--- src/rtl/seq_shift_register.sv ---
// Multi-function datapath register: clear/load/inc/dec in one cycle, plus a
// sequential one-bit-per-clock shift. Optional flags via SEQ_SHIFT_REGISTER_FLAGS_EN.
module seq_shift_register #(
    parameter int DATA_WIDTH = 16,
    parameter int AMT_WIDTH  = 4
) (
    input  logic                  clk,
    input  logic                  rst_n,
    input  logic                  cl,
    input  logic                  ld,
    input  logic [DATA_WIDTH-1:0] in,
    input  logic                  inc,
    input  logic                  dec,
    input  logic                  start,
    input  logic                  dir,
    input  logic [1:0]            mode,
    input  logic [AMT_WIDTH-1:0]  amt,
    input  logic                  ser_in,
    output logic [DATA_WIDTH-1:0] out,
    output logic                  busy,
    output logic                  done,
    output logic                  ser_out
`ifdef SEQ_SHIFT_REGISTER_FLAGS_EN
    ,
    output logic                  zero,
    output logic                  neg
`endif
);

    localparam logic [1:0] MODE_LOG = 2'b00;
    localparam logic [1:0] MODE_ARI = 2'b01;
    localparam logic [1:0] MODE_ROT = 2'b10;

    typedef enum logic {IDLE = 1'b0, SHIFT = 1'b1} state_t;

    state_t                state_q, state_d;
    logic [AMT_WIDTH-1:0]  cnt_q, cnt_d;
    logic                  dir_q, dir_d;
    logic [1:0]            mode_q, mode_d;
    logic [DATA_WIDTH-1:0] out_q, out_d;
    logic                  ser_out_q, ser_out_d;
    logic                  done_q, done_d;

    logic                  fill;
    logic                  shift_bit;
    logic [DATA_WIDTH-1:0] shifted;

    // One-position shift using the direction/mode latched at start.
    always_comb begin
        fill      = 1'b0;
        shift_bit = 1'b0;
        shifted   = out_q;
        if (!dir_q) begin
            shift_bit = out_q[0];
            case (mode_q)
                MODE_LOG: fill = 1'b0;
                MODE_ARI: fill = out_q[DATA_WIDTH-1];
                MODE_ROT: fill = out_q[0];
                default:  fill = ser_in;
            endcase
            shifted = {fill, out_q[DATA_WIDTH-1:1]};
        end else begin
            shift_bit = out_q[DATA_WIDTH-1];
            case (mode_q)
                MODE_LOG: fill = 1'b0;
                MODE_ARI: fill = 1'b0;
                MODE_ROT: fill = out_q[DATA_WIDTH-1];
                default:  fill = ser_in;
            endcase
            shifted = {out_q[DATA_WIDTH-2:0], fill};
        end
    end

    always_comb begin
        state_d   = state_q;
        cnt_d     = cnt_q;
        dir_d     = dir_q;
        mode_d    = mode_q;
        out_d     = out_q;
        ser_out_d = ser_out_q;
        done_d    = 1'b0;
        case (state_q)
            IDLE: begin
                if (cl) begin
                    out_d     = '0;
                    ser_out_d = 1'b0;
                end else if (ld) begin
                    out_d = in;
                end else if (inc) begin
                    out_d = out_q + DATA_WIDTH'(1);
                end else if (dec) begin
                    out_d = out_q - DATA_WIDTH'(1);
                end else if (start) begin
                    dir_d  = dir;
                    mode_d = mode;
                    cnt_d  = amt;
                    if (amt == '0) begin
                        done_d = 1'b1;
                    end else begin
                        state_d = SHIFT;
                    end
                end
            end
            SHIFT: begin
                // Clear aborts the shift without a completion pulse.
                if (cl) begin
                    out_d     = '0;
                    ser_out_d = 1'b0;
                    cnt_d     = '0;
                    state_d   = IDLE;
                end else begin
                    out_d     = shifted;
                    ser_out_d = shift_bit;
                    cnt_d     = cnt_q - AMT_WIDTH'(1);
                    if (cnt_q == AMT_WIDTH'(1)) begin
                        state_d = IDLE;
                        done_d  = 1'b1;
                    end
                end
            end
            default: state_d = IDLE;
        endcase
    end

    always_ff @(posedge clk or negedge rst_n) begin
        if (!rst_n) begin
            state_q   <= IDLE;
            cnt_q     <= '0;
            dir_q     <= 1'b0;
            mode_q    <= MODE_LOG;
            out_q     <= '0;
            ser_out_q <= 1'b0;
            done_q    <= 1'b0;
        end else begin
            state_q   <= state_d;
            cnt_q     <= cnt_d;
            dir_q     <= dir_d;
            mode_q    <= mode_d;
            out_q     <= out_d;
            ser_out_q <= ser_out_d;
            done_q    <= done_d;
        end
    end

    assign out     = out_q;
    assign busy    = (state_q == SHIFT);
    assign done    = done_q;
    assign ser_out = ser_out_q;

`ifdef SEQ_SHIFT_REGISTER_FLAGS_EN
    assign zero = (out_q == '0);
    assign neg  = out_q[DATA_WIDTH-1];
`endif

endmodule

--- config.mk ---
export PLATFORM = sky130hd
export DESIGN_NAME = seq_shift_register
export DESIGN_NICKNAME = d
export VERILOG_FILES = /design/src/rtl/seq_shift_register.sv
export SDC_FILE = /design/constraint.sdc
export NUM_CORES = 1
export LEC_CHECK = 0
export CORE_MARGIN = 2
export CORE_UTILIZATION = 52
export CTS_BUF_LIST = sky130_fd_sc_hd__clkbuf_8 sky130_fd_sc_hd__clkbuf_16
export DETAILED_ROUTE_END_ITERATION = 16
export MAX_ROUTING_LAYER = met4
export PLACE_DENSITY = 0.81
export SLEW_MARGIN = 15
export SYNTH_ARGS = -nofsm -noshare
export SYNTH_HDL_FRONTEND = slang
export SYNTH_SLANG_ARGS = --single-unit
--- constraint.sdc ---
create_clock -name clk -period 2.6 [get_ports clk]
set_clock_uncertainty 0.2 [all_clocks]
set_input_delay 0.39 -clock clk [delete_from_list [all_inputs] [get_ports clk]]
set_output_delay 0.39 -clock clk [all_outputs]
set_load 0.1 [all_outputs]
# ---- Yosys cells after proc, flatten, opt, wreduce, memory -nomap -nowiden
# Cells that the tools add are included.
dict set report op_classes {
  n_addsub 3
  eq_ne 11
  mux 38
  bitwise_logic 5
  reduce_logical 6
}
# cell count
set ops {}
lappend ops {{$mux 16} 6}
lappend ops {{$pmux 16 s2} 1}
lappend ops {{$mux 4} 6}
lappend ops {{$mux 1} 19}
lappend ops {{$add 16x1->16 const B} 1}
lappend ops {{$sub 16x1->16 const B} 1}
lappend ops {{$ne 2x2->1 const B} 6}
lappend ops {{$pmux 1 s2} 4}
lappend ops {{$pmux 4 s2} 1}
lappend ops {{$reduce_and 6->1} 1}
lappend ops {{$ne 5x5->1 const B} 1}
lappend ops {{$not 1->1} 5}
lappend ops {{$reduce_and 5->1} 1}
lappend ops {{$eq 4x1->1 const B} 1}
lappend ops {{$logic_not 4->1} 1}
lappend ops {{$ne 4x4->1 const B} 1}
lappend ops {{$sub 4x1->4 const B} 1}
lappend ops {{$pmux 1 s3} 1}
lappend ops {{$eq 2x1->1 const B} 1}
lappend ops {{$eq 2x2->1 const B} 1}
lappend ops {{$logic_not 2->1} 1}
lappend ops {{$reduce_and 2->1} 1}
lappend ops {{$reduce_or 2->1} 1}
dict set report word_totals {
  register_bits 26
  wordCells 71
}

# ---- Depth between registers and ports, before layout
# Gate-level depths: netlist (run 1).
dict set report logic_depth {
  word_depth 8
  ltp_mapped 9
  depth_no_buf 9
}

# ---- Worst setup path before layout (run 1)
# OpenSTA, ideal clock, no wires.
dict set report synth_timing {
  path_kind {register -> register}
  from {register out_q[0], in the netlist out[0]}
  to {register out_q[14], in the netlist out[14]}
  t_arrival_ps 2641
  required_time_ps 2306
  path_slack_ps -335
  stages_incl_launch_ff 10
  n_path_buf 0
  synth_period_minus_slack_ps 2935
  cell_sequence {dfrtp_1 -> inv_1 -> fa_1 -> nor2b_4 -> o31a_4 -> o311ai_4 -> o211ai_1 -> a21oi_1 -> xor2_1 -> a211oi_1}
}
dict set report synth_between {
  elab_chain_cells 6
}
# element line
set synth_rtl {}
lappend synth_rtl {{start: declaration} 40} ;# logic [DATA_WIDTH-1:0] out_q, out_d;
lappend synth_rtl {{start signal: assignment} 139} ;# out_q <= out_d;
lappend synth_rtl {{$sub 16x1->16} 92} ;# out_d = out_q - DATA_WIDTH'(1);
lappend synth_rtl {{$mux 16} 91} ;# end else if (dec) begin
lappend synth_rtl {{$mux 16 *} 89} ;# end else if (inc) begin
lappend synth_rtl {{$mux 16 *} 87} ;# end else if (ld) begin
lappend synth_rtl {{$mux 16 *} 84} ;# if (cl) begin
lappend synth_rtl {{$pmux 16 s2 *} 82} ;# case (state_q)
# Every way passes the cells marked *; elsewhere a longest branch is shown, timed or not. The select of a mux whose other input is x is not followed.
# A chain may end at the register's enable or synchronous reset.

# ---- Worst setup path in the final report (run 1)
dict set report layout_timing {
  from {input inc}
  to {register out_q[14], in the netlist out[14]}
}
dict set report layout_between {
  elab_chain_cells 4
}
# element line
set layout_rtl {}
lappend layout_rtl {{start: declaration} 12} ;# input logic inc,
lappend layout_rtl {{$mux 16} 89}
lappend layout_rtl {{$mux 16} 87}
lappend layout_rtl {{$mux 16} 84}
lappend layout_rtl {{$pmux 16 s2} 82}
# Several ways; a longest one is shown, not always the timed one.

==> results of run 1 <==
final cells by class:
type                       instances  area (sq um)  area share [%]
clock buffer                       4         55.05           1.659
inverter                           9         33.78           1.018
multi-input combinational        221          1648           49.64
sequential                        26         665.6           20.05
tap                               52         65.06           1.960
timing repair buffer             102         852.1           25.67
worst min-delay path by stage:
stage                                       end  slack, ns                start
after floorplan                  busy$_DFF_PN0_      -0.11                rst_n
after global placement      ser_out$_DFFE_PN0P_       0.34  ser_out$_DFFE_PN0P_
after detailed placement    ser_out$_DFFE_PN0P_       0.35  ser_out$_DFFE_PN0P_
after CTS                     dir_q$_DFFE_PN0P_       0.28                rst_n
after global routing      mode_q[0]$_DFFE_PN0P_       0.31                rst_n
final                      cnt_q[3]$_DFFE_PN0P_       0.27                rst_n
repair_timing:
item	4_1_cts	5_1_grt
setup endpoints to repair	8	2
endpoints found under the hold margin	0	0
resized for setup	5	8
pin swaps	5	3
power breakdown:
| part | internal [W] | switching (W) | total (W) | leakage [nW] |
|---|---|---|---|---|
| sequential | 0.000483 | 0.000102 | 0.000584 | 0.319 |
| combinational | 0.000502 | 0.000681 | 0.00118 | 1.12 |
| clock | 0.000136 | 0.000135 | 0.000271 | 0.0288 |
metrics by stage:
| step | hold slack [ns] | cells | cell area (sq um) | utilization [%] |
|---|---|---|---|---|
| after global placement | 0.3397 | 410 | 3214 | 73.82 |
| final | 0.2703 | 414 | 3319 | 76.24 |
| after global routing | 0.3149 | 414 | 3319 | 76.24 |
| after detailed placement | 0.3508 | 410 | 3214 | 73.82 |
| after CTS | 0.2847 | 414 | 3293 | 75.63 |
| after floorplan | -0.1056 | 268 | 2354 | - |
layout by cell type (no fill, tap or decap), drive strengths merged, types with 7 or more instances in the layout:
cell	n
buf	72
dfrtp	26
o22ai	7
xor2	7
a21oi	25
clkdlybuf4s50	29
nand2	18
o21ai	20
inv	9
nor2	24
mux2i	16
a211oi	10
ha	16
mux2	8
flip-flops by register name, summed over array words and instances, names as in the netlist:
register	cells
done	1
out	16
busy	1
dir_q	1
mode_q	2
ser_out	1
cnt_q	4
logic make-up (layout without fill, tap and decap cells):
kind of cell / after synthesis / count (layout) / synth area share [%]
compound gates: 99 / 99 / 29.21
xor+xnor: 11 / 11 / 4.120
fa+ha+maj: 17 / 17 / 9.417
buf+inv: 21 / 115 / 3.906
flops: 26 / 26 / 27.82
mux: 24 / 24 / 10.70
simple gates: 70 / 70 / 14.82
metal layers:
metal,up-vias,track usage [%],part of all wire (%)
met1,1181,38.69,45
met2,71,47.56,50
met5,-,-,0
met3,4,4.131,4.1
li1,1203,-,-
met4,0,6.918,0.52
==> results.txt, run 1 <==
----------------------------------------------------
[Synthesis]
  Commonest register cell after synthesis ... dfrtp_1
  Netlist Area Pre-Place ... 2338 sq um
  EDFF count, synth ... 0
  Most frequently used cell type in the post-synthesis netlist ... dfrtp_1
  Largest cells by area after synthesis ... dfrtp_1 (28%), ha_1 (8.6%), mux2i_1 (6.8%), a21oi_1 (5.1%), nor2_1 (3.9%)
  Yosys top cell area share ... 27.82%
  Mean cell area of the mapped netlist ... 8.726 sq um
  Number of instances in the synthesized netlist ... 268
  Number of synthesized register bits ... 26
  Sequential-to-total area share from yosys stat ... 27.82%
  Number of warnings issued by yosys ... 0
  Biggest area consumer among synthesized cells ... dfrtp_1
  Fraction of registers with async set/reset ... 100.0%
  Top cells by count, synth ... dfrtp_1 (26), a21oi_1 (24), nor2_1 (24)
  Synthesized Nets ... 316
  Distinct cell type count after synthesis ... 54

[Floorplanning]
  Die height ... 71.06 um
  IO Count ... 50
  Core Footprint ... 4354 sq um
  Die X ... 71.06 um
  Number of rows in the core area ... 24
  Effective utilization at floorplan ... 53.71%
  Area enclosed by the die boundary ... 5050 sq um

[Critical path]
  CP endpoint ... out[14]$_DFFE_PN0P_
  Largest delay share family, worst path ... compound AO/OA/AOI/OAI gates
  Crit path buffers/inverters ... 3
  Critical Path RT ... 2.56 ns
  Element type at the critical path end ... register
  Startpoint types ... input pin
  Number of gates on the worst path with buffers counted ... 11
  Slowest cell on the critical path ... o311ai_4
  Maximum cell stage delay along the critical path ... 0.33 ns
  Endpoint of the most critical register-to-register path ... out[14]$_DFFE_PN0P_
  Crit path max fanout ... 4
  FF-to-FF setup slack ... 0.15 ns
  Arrival @ worst endpoint ... 2.42 ns
  Launching element of the worst setup path ... inc
  Reg2Reg Depth ... 9
  Crit path kind ... in -> reg
  R2R Path Start ... out[1]$_DFFE_PN0P_
  Critical-path cell list ... dlygate4sd2_1 > inv_2 > buf_4 > ha_1 > o21a_1 > o31a_4 > o311ai_4 > o211ai_1 > a21oi_1 > xor2_1 > a211oi_1

[Min path]
  HP Class ... in -> async

[Global routing]
  Largest net degree at the start of global routing ... 27
  Number of global-route vias before repair ... 2500
  Overflow after GRT ... 0
  Total GRT Usage ... 29.21%
  First-pass GRT wire length ... 11650 um
  Initial antenna violation count ... 0

[Drt]
  Violation count after the first detailed-routing iteration ... 207
  Via count normalized by instance count ... 5.940
  Residual DRC ... 0
  Total wire length ... 6912 um
  Average wire length per cell after detail routing ... 16.70 um
  Total via count in the routed design ... 2459
  Total iterations of the first detailed-routing run ... 4
  Routed Antenna Nets ... 0

[Layout]
  Area grow syn2layout ... 41.95%
  Total number of nets in the final design ... 411
  Fraction of final layout cells sized beyond drive strength 1 ... 31.49%
  Antenna cell count ... 0
  Filler Cell Count ... 318

[Pwr]
  Pwr dens ... 614.3 nW/um^2
  Peak supply drop ... 0.5361 mV
  Total power of the final layout ... 0.002039 W
  Reported leakage power ... 1.472 nW

[Clock network]
  Total number of H-tree levels ... 1
  Later-pin clock latency in the skew report ... 0.28 ns
  Number of buffers between clock root and the deepest sink ... 2
  Sink count of the clock tree ... 26
  TritonCTS clock tree ... done
  Clk root buf ... clkbuf_8
  Clock-pin slew on the worst setup and hold paths ... 0.09 ns
  Total clock buffers created by CTS ... 3
  Number of post-CTS setup repair buffers ... 0
  Number of buffers inserted for hold repair after clock tree synthesis ... 0

[Place]
  Final RePlAce weighted congestion ... 0.9295
  PortBufs ... 49
  HPWL after detailed placement ... 5381 um
  Setup slack after placement ... -0.4097 ns

[STA]
  Number of setup violations in the final report ... 0
  Maximum clock frequency ... 406.5 MHz
  Least-Margin Pin Slew ... 0.4492 ns
  Worst max-slew margin expressed relative to the limit ... 69.99%
  Min cycle time layout ... 2.460 ns
  Min setup slack post-route ... 0.1399 ns
  Final hold violations ... 0
  Fin. max-slew vios ... 0
  Sum of negative setup slack ... 0 ns
  Share of the cycle needed by the critical path after routing ... 94.62%

[Run]
  MaxCap Viol Count ... 0

[Run status]
  Outcome ... complete, no violations

----------------------------------------------------
Note: power is estimated with default switching activity, not from simulation.
==> inputs of run 2 (changes only) <==
Settings changed: SLEW_MARGIN 15 to unset.
==> results of run 2 <==
Same layout as run 1: the final DEF is identical, and so are final timing and power.
